===== src/rtl/crossbar_nxn_reg.sv =====
// -----------------------------------------------------------------------------
// crossbar_nxn_reg
//
// Purpose:
//   N_PORTS x N_PORTS valid/ready crossbar. Each input names one output through
//   in_dest. Each output owns a one-word register holding data, source index and
//   valid. A free output, meaning empty or being drained this cycle, grants one
//   of its requesters. The granted word appears on the output one cycle later.
//   Outputs arbitrate independently, so a full permutation moves N_PORTS words
//   per cycle.
//
// Configuration:
//   CROSSBAR_RR_ARB_EN - when defined, each output runs a round-robin arbiter
//                        with its own pointer. When undefined, each output
//                        uses fixed priority (lowest input index wins) and
//                        holds no pointer state.
//
// Parameters:
//   N_PORTS - number of inputs and outputs (2, 4 or 8)
//   WIDTH   - data bits per port
//   DW      - index width, $clog2(N_PORTS) (derived)
//
// Ports:
//   clk        - clock; all state changes on its rising edge
//   rst        - asynchronous active-high reset
//   in_data    - input i word at [i*WIDTH +: WIDTH]
//   in_dest    - output index requested by input i, at [i*DW +: DW]
//   in_valid   - input i offers a word
//   in_ready   - input i's word is accepted this cycle (combinational)
//   out_data   - registered word of output j
//   out_src    - index of the input that supplied out_data j
//   out_valid  - output j holds a word
//   out_ready  - sink of output j accepts the word
// -----------------------------------------------------------------------------
module crossbar_nxn_reg #(
    parameter int N_PORTS = 4,
    parameter int WIDTH   = 4,
    localparam int DW     = $clog2(N_PORTS)
) (
    input  logic                     clk,
    input  logic                     rst,
    input  logic [N_PORTS*WIDTH-1:0] in_data,
    input  logic [N_PORTS*DW-1:0]    in_dest,
    input  logic [N_PORTS-1:0]       in_valid,
    output logic [N_PORTS-1:0]       in_ready,
    output logic [N_PORTS*WIDTH-1:0] out_data,
    output logic [N_PORTS*DW-1:0]    out_src,
    output logic [N_PORTS-1:0]       out_valid,
    input  logic [N_PORTS-1:0]       out_ready
);

    // Bit [j*N_PORTS + i] is set when output j grants input i this cycle.
    logic [N_PORTS*N_PORTS-1:0] gnt_flat;

    genvar gi;
    generate
        for (gi = 0; gi < N_PORTS; gi++) begin : g_out
            logic [N_PORTS-1:0] req;
            logic [N_PORTS-1:0] gnt;
            logic [DW-1:0]      sel;
            logic               hit;
            logic               free;
            logic               load;
            logic [WIDTH-1:0]   data_q, data_d;
            logic [DW-1:0]      src_q, src_d;
            logic               valid_q, valid_d;

            always_comb begin
                req = '0;
                for (int i = 0; i < N_PORTS; i++) begin
                    req[i] = in_valid[i] && (in_dest[i*DW +: DW] == DW'(gi));
                end
            end

`ifdef CROSSBAR_RR_ARB_EN
            logic [DW-1:0] ptr_q, ptr_d;
            logic [DW-1:0] idx;

            // Scan requesters starting at the pointer. N_PORTS is a power of
            // two, so DW-bit wrap-around gives the modulo for free.
            always_comb begin
                sel = '0;
                hit = 1'b0;
                idx = '0;
                for (int k = 0; k < N_PORTS; k++) begin
                    idx = ptr_q + DW'(k);
                    if (!hit && req[idx]) begin
                        hit = 1'b1;
                        sel = idx;
                    end
                end
            end

            // The pointer moves past the winner only when a word is loaded.
            assign ptr_d = load ? (sel + DW'(1)) : ptr_q;

            always_ff @(posedge clk or posedge rst) begin
                if (rst) begin
                    ptr_q <= '0;
                end else begin
                    ptr_q <= ptr_d;
                end
            end
`else
            // Fixed priority: the descending scan leaves the lowest index in sel.
            always_comb begin
                sel = '0;
                hit = 1'b0;
                for (int i = N_PORTS - 1; i >= 0; i--) begin
                    if (req[i]) begin
                        hit = 1'b1;
                        sel = DW'(i);
                    end
                end
            end
`endif

            // The register is free when empty or when its word leaves this edge.
            // That lets drain and load happen together at one word per cycle.
            assign free = !valid_q || out_ready[gi];
            assign load = free && hit;

            always_comb begin
                gnt = '0;
                if (load) begin
                    gnt[sel] = 1'b1;
                end
            end

            assign gnt_flat[gi*N_PORTS +: N_PORTS] = gnt;

            always_comb begin
                data_d  = data_q;
                src_d   = src_q;
                valid_d = valid_q;
                if (load) begin
                    for (int i = 0; i < N_PORTS; i++) begin
                        if (gnt[i]) begin
                            data_d = in_data[i*WIDTH +: WIDTH];
                        end
                    end
                    src_d   = sel;
                    valid_d = 1'b1;
                end else if (out_ready[gi]) begin
                    valid_d = 1'b0;
                end
            end

            always_ff @(posedge clk or posedge rst) begin
                if (rst) begin
                    data_q  <= '0;
                    src_q   <= '0;
                    valid_q <= 1'b0;
                end else begin
                    data_q  <= data_d;
                    src_q   <= src_d;
                    valid_q <= valid_d;
                end
            end

            assign out_data[gi*WIDTH +: WIDTH] = data_q;
            assign out_src[gi*DW +: DW]        = src_q;
            assign out_valid[gi]               = valid_q;
        end
    endgenerate

    // Each input requests one output, so OR-ing that input's column across
    // all outputs gives its ready. Ready is forced low during reset.
    always_comb begin
        in_ready = '0;
        for (int i = 0; i < N_PORTS; i++) begin
            for (int j = 0; j < N_PORTS; j++) begin
                in_ready[i] = in_ready[i] | gnt_flat[j*N_PORTS + i];
            end
        end
        if (rst) begin
            in_ready = '0;
        end
    end

endmodule


===== config.mk =====
export PLATFORM = sky130hd
export DESIGN_NAME = crossbar_nxn_reg
export DESIGN_NICKNAME = d
export VERILOG_FILES = /design/src/rtl/crossbar_nxn_reg.sv
export SDC_FILE = /design/constraint.sdc
export NUM_CORES = 1
export LEC_CHECK = 0
export CAP_MARGIN = 40
export CORE_ASPECT_RATIO = 0.5
export CORE_MARGIN = 2
export CORE_UTILIZATION = 50
export CTS_BUF_LIST = sky130_fd_sc_hd__clkbuf_16
export DETAILED_ROUTE_END_ITERATION = 10
export PLACE_DENSITY = 0.93
export REMOVE_ABC_BUFFERS = 1
export SYNTH_ARGS = -nofsm -noshare
export SYNTH_HDL_FRONTEND = slang
export SYNTH_SLANG_ARGS = --single-unit

===== constraint.sdc =====
create_clock -name clk -period 2.7 [get_ports clk]
set_input_delay 0.54 -clock clk [delete_from_list [all_inputs] [get_ports clk]]
set_output_delay 0.54 -clock clk [all_outputs]
set_load 0.01 [all_outputs]

**Yosys cells after proc, flatten, opt, wreduce, memory -nomap -nowiden**

Index checks and enable logic that the tools add are counted.

- Output and inout bits: 32
- Word-level logic and storage cells: 161
- Input port bits: 34
- Register bits after elaboration: 28

- Muxes and demuxes: 69
- Magnitude comparators: 8
- Equal/unequal tests: 12
- Reduce and logical (&&, ||, !) cells: 48
- Bitwise gates (word level): 12

Operator list:

| kind | count |
|---|---|
| 2-to-1 mux 4 bit | 21 |
| 2-to-1 mux 2 bit | 16 |
| 2-to-1 mux 1 bit | 28 |
| logical AND 1 bit | 24 |
| == test 2 bit (second input constant) | 8 |
| nonzero test 4 bit | 4 |
| < comparator 2 x 3 -> 1 bit (second input constant) | 4 |
| OR 1 bit | 12 |
| demux 1 bit (select 2 bit) | 4 |
| == test 2 x 1 -> 1 bit (second input constant) | 4 |
| >= comparator 2 x 1 -> 1 bit (second input constant) | 4 |
| logical NOT 2 bit | 4 |
| AND reduction 2 bit | 4 |
| nonzero test 2 bit | 4 |
| logical NOT 1 bit | 4 |
| logical OR 1 bit | 4 |

**Logic depth before layout (Yosys ltp)**

- Depth in word-level cells: 15
- Gate-level depth with buffers: 7
- Gate-level depth less buffers: 5

**Least setup slack after synthesis**

No wires, ideal clock.

- Path kind: input -> output
- Start: in in_valid[0]
- End: out in_ready[3]
- Path buffers: 1
- Stages on the path: 6
- Data arrival time: 1562 ps
- Slack: 598 ps
- Required time: 2160 ps
- Cell sequence: buf_2 and3b_1 nor2_1 and3_1 nand2_1 a31oi_1

- Word-level cells in the longest chain between the ends: 11
- Elaborated cells between the ends (all ways): 44
- Those cells by class: order compare: 8; mux: 21; bitwise: 3; reduce/logical: 12

RTL lines:

| what | line | source |
|---|---|---|
| start: declaration | 44 | `input logic [N_PORTS-1:0] in_valid,` |
| logical AND 1 bit | 71 | `req[i] = in_valid[i] && (in_dest[i*DW +: DW] == DW'(gi));` |
| 2-to-1 mux 2 bit | 110 | `if (req[i]) begin` |
| < comparator 2 x 3 -> 1 bit (not written as such) or >= comparator 2 x 1 -> 1 bit (tied branches) | 126 | `gnt[sel] = 1'b1;` |
| logical AND 1 bit (not written as such) | 126 |  |
| 2-to-1 mux 1 bit (not written as such) | 126 |  |
| demux 1 bit (select 2 bit) | 126 |  |
| 2-to-1 mux 4 bit | 125 | `if (load) begin` |
| OR 1 bit (2 in series) | 173 | `in_ready[i] = in_ready[i] \| gnt_flat[j*N_PORTS + i];` |
| OR 1 bit (*) | 173 |  |
| 2-to-1 mux 4 bit (*) | 176 | `if (rst) begin` |
| end: declaration | 45 | `output logic [N_PORTS-1:0] in_ready,` |

Mark *: on every way between the ends. The rest lies on a longest branch, timed or not.

**Worst setup path in the final report**

- Start: in in_dest[6]
- End: out in_ready[3]

- Word-level cells in the longest chain between the ends: 15
- Elaborated cells between the ends (all ways): 72
- Those cells by class: order compare: 8; eq/ne: 3; mux: 45; bitwise: 3; reduce/logical: 13

RTL lines:

| what | line | source |
|---|---|---|
| start: declaration | 43 | `input logic [N_PORTS*DW-1:0] in_dest,` |
| == test 2 x 1 -> 1 bit or logical NOT 2 bit (tied branches) | 71 |  |
| logical AND 1 bit | 71 |  |
| 2-to-1 mux 2 bit (4 in series) | 110 |  |
| < comparator 2 x 3 -> 1 bit (not written as such) or >= comparator 2 x 1 -> 1 bit (tied branches) | 126 |  |
| logical AND 1 bit (not written as such) | 126 |  |
| 2-to-1 mux 1 bit (not written as such) | 126 |  |
| demux 1 bit (select 2 bit) | 126 |  |
| 2-to-1 mux 4 bit | 125 |  |
| OR 1 bit (2 in series) | 173 |  |
| OR 1 bit (*) | 173 |  |
| 2-to-1 mux 4 bit (*) | 176 |  |

Marked as above.

==> metrics <==
status=finished with violations; failing checks=negative setup slack; final cell count without fillers=408; Seq/Total Area, Yosys=35.1%; setup slack, reg-to-reg=1030 ps; GRT Overall Usage=38.1%; CP max stage delay=470 ps; row count=16; Clock Tree Buf Depth=2; clk_skew=0.929 ps; Critical Path Source Type=primary input; Pwr Density=508 nW/µm²; Worst EP arrival=about 2200 ps; Synthesis Warnings=0; RR Startpoint=g_out[0].valid_q$_DFFE_PP0P_; CP max-delay cell=clkdlybuf4s50_1; Worst Setup SP=in_dest[6]; Final Core Density=82.3%; Post-Syn Instances=between 200 and 250; cts hold-fix bufs=0; Root Driver=clkbuf_16; Final Hold Vio Count=0; Initial Utilization=51.7%; share of the synthesized area in the top cell type=35.1%; sequential fraction of design power=35.1%; reg-to-reg endpoint=g_out[0].data_q[1]$_DFFE_PP0P_; wire length per cell=23.3 µm; Die H=48.7 µm; initial antenna violation count=0; Setup CP Type=primary input to primary output; MaxCap Viol Count=0; top cells by area, synth=dfrtp_1 35%, nand2_1 6.0%, a21oi_1 5.0%; Die ar.=4540 µm²; worst hold start=g_out[2].src_q[0]$_DFFE_PP0P_; Worst EP required=around 2200 ps; Setup TNS Final=-70.4 ps; PortBufs=65; clock network power share=20.7%; final setup vio count=2; Netlist Area Pre-Place=approximately 2000 µm²; share of layout cells above drive strength 1=21.5%; largest net degree at the start of global routing=29; Top Family by Delay on Critical Path=buffers and inverters; Ports=66; clock slew at reported path FFs=60 ps; switching fraction of total power=33.8%; H-tree depth=1; Final min period=2770 ps; Skew-Pair Late Insertion Delay=260 ps; drt total wl=roughly 9500 µm; cell total after placement=~400; Area growth syn-to-layout=59.2%; met2 GRT Util=a little under three fifths; drc violations=0; EDFF count, synth=0; worst reg-to-reg path cell count=6; Vias=2925; Internal=roughly 1.1 mW; Post-layout nets=390; gr ovfl total=0; net switching power figure=around 540 µW; GR peak layer=met2; Num Clock Sinks=28; antenna-violating nets left=0; Slew @ Worst Pin=590 ps; #FFs+latches synth=28; CP Cell Sequence=clkdlybuf4s50_1, or3b_4, nor2_2, a32oi_1, a31oi_1, clkdlybuf4s15_1; Pleak=1.41 nW; maximum fanout along the worst path=3; routability cong.=approximately 1.1; crit share post-route=103%; share of flip-flops with an asynchronous set or reset=100%; vias in the first global route=2690; Max Clk Rate=361 MHz; stages on the worst setup path=6; Slew Viols, Final=0; TritonCTS clock tree=built; DR pass1 iterations=7; WP buf/inv=2; syn avg cell area=between 8 and 9 µm²; Max-slew headroom=60.6%; Die Wd=93.3 µm; Hold/Removal Path Class=flop to flop; setup ws final=-70.1 ps; ant diodes=0; first-pass GRT wire length=13300 µm; cell taking the most area after synthesis=dfrtp_1; library cells used by synthesis=49; core area=just under 4000 µm²; routed vias/inst=7.17; ys flop type=dfrtp_1; fillers=~200; Worst Setup EP=in_ready[3]; cts bufs inserted=3; Worst Setup End Kind=primary output; placed wire-length estimate=between 6000 and 7000 µm; Max VDD drop=347 µV; met1 usage=50.5%; met3 Use GR=9.35%; Logic pwr share=between 40 and 50%; initial DRC count=468
[worst register-to-register path: stages, from the launching register on]
cell      delay [ps]
dfrtp_1          400
nor2b_1          190
nor2_1           210
nand2_1          110
buf_4            140
mux2i_1          120
o311ai_1         360
[power by group through the flow]
stage | clock, mW | sequential, mW | combinational, mW
after floorplan | 0 | 0.607 | 0.223
after global placement | 0 | 0.563 | 0.639
after detailed placement | 0 | 0.569 | 0.660
after CTS | 0.340 | 0.563 | 0.669
after global routing | 0.353 | 0.576 | 0.743
final | 0.333 | 0.567 | 0.713
[registers in the layout, indices dropped and copies added, names as in the netlist]
name           count
g_out.src_q        8
g_out.data_q      16
g_out.valid_q      4
[metal layers]
layer / vias up / share of wire, % / wire, µm
met5: - / 0 / 0
met4: 0 / 9.7 / 917
met3: 140 / 15 / 1390
met2: 347 / 39 / 3750
met1: 1279 / 36 / 3440
li1: 1159 / - / -
[kinds of logic after synthesis]
logic type             Yosys count  share of synthesized area (%)
multiplexers                     7                           3.51
AO/OA/AOI/OAI                   91                           29.8
buffers and inverters           12                           3.07
AND/OR/NAND/NOR                104                           28.5
flip-flops                      28                           35.1
[placed cells by master, fill, tap and decap left out, drive strengths merged, types with 4 or more instances in the layout]
| master | count |
|---|---|
| buf | 53 |
| clkdlybuf4s50 | 50 |
| nand2 | 32 |
| dfrtp | 28 |
| o21ai | 27 |
| a21oi | 20 |
| nor2 | 17 |
| dlygate4sd2 | 11 |
| nand3 | 9 |
| nand3b | 7 |
| mux2i | 7 |
| nor3 | 7 |
| nand2b | 6 |
| o22ai | 6 |
| a31oi | 5 |
| and3 | 5 |
| nor3b | 5 |
| a22oi | 4 |
| nor2b | 4 |
| or3b | 4 |
| a221oi | 4 |
[cell usage after synthesis, types with 3 or more instances]
cell      count
a21oi_1      20
a221oi_1      4
a22o_1        3
a22oi_1       4
a31oi_1       5
a32o_1        3
and3_1        5
buf_4         4
clkbuf_1      4
dfrtp_1      28
inv_1         3
mux2i_1       7
nand2_1      32
nand2b_1      6
nand3_1       9
nand3b_1      7
nor2_1       17
nor2b_1       4
nor3_1        5
nor3b_1       4
o211ai_1      3
o21ai_0      17
o21ai_1       8
o22ai_1       6
or3b_1        3
[final cells by class]
type | count | area (µm²) | share of cell area, %
Multi-Input combinational cell | 202 | 1280 | 40.3
Clock buffer | 3 | 75.1 | 2.36
Timing Repair Buffer | 118 | 1040 | 32.8
Sequential cell | 28 | 701 | 22.0
Tap cell | 54 | 67.6 | 2.13
Inverter | 3 | 11.3 | 0.354
[per-stage QoR]
stage	power (mW)	setup WS (ps)	cell area, µm²	hold WS [ps]
finish	1.61	-70.1	3180	475
global placement	1.20	-299	3040	462
global route	1.67	-146	3180	507
CTS	1.57	14.0	3130	486
detailed placement	1.23	-359	3040	472
floorplan	0.830	715	1950	511
[how the worst min path moves through the flow]
| stage | to | depth (start not counted) |
|---|---|---|
| after floorplan | g_out[2].data_q[2]$_DFFE_PP0P_ | 2 |
| after detailed placement | g_out[1].src_q[0]$_DFFE_PP0P_ | 2 |
| after global routing | g_out[2].data_q[1]$_DFFE_PP0P_ | 2 |
| after CTS | g_out[1].src_q[0]$_DFFE_PP0P_ | 2 |
| final | g_out[2].src_q[0]$_DFFE_PP0P_ | 2 |
| after global placement | g_out[2].src_q[0]$_DFFE_PP0P_ | 2 |
[timing repair]
item                                    in CTS  in global routing
endpoints found under the setup margin       4                  3
pin swaps                                    1                  2
resized for setup                           17                 13
buffers inserted                             1                  2
No activity file was read; power rests on OpenSTA's default activity.
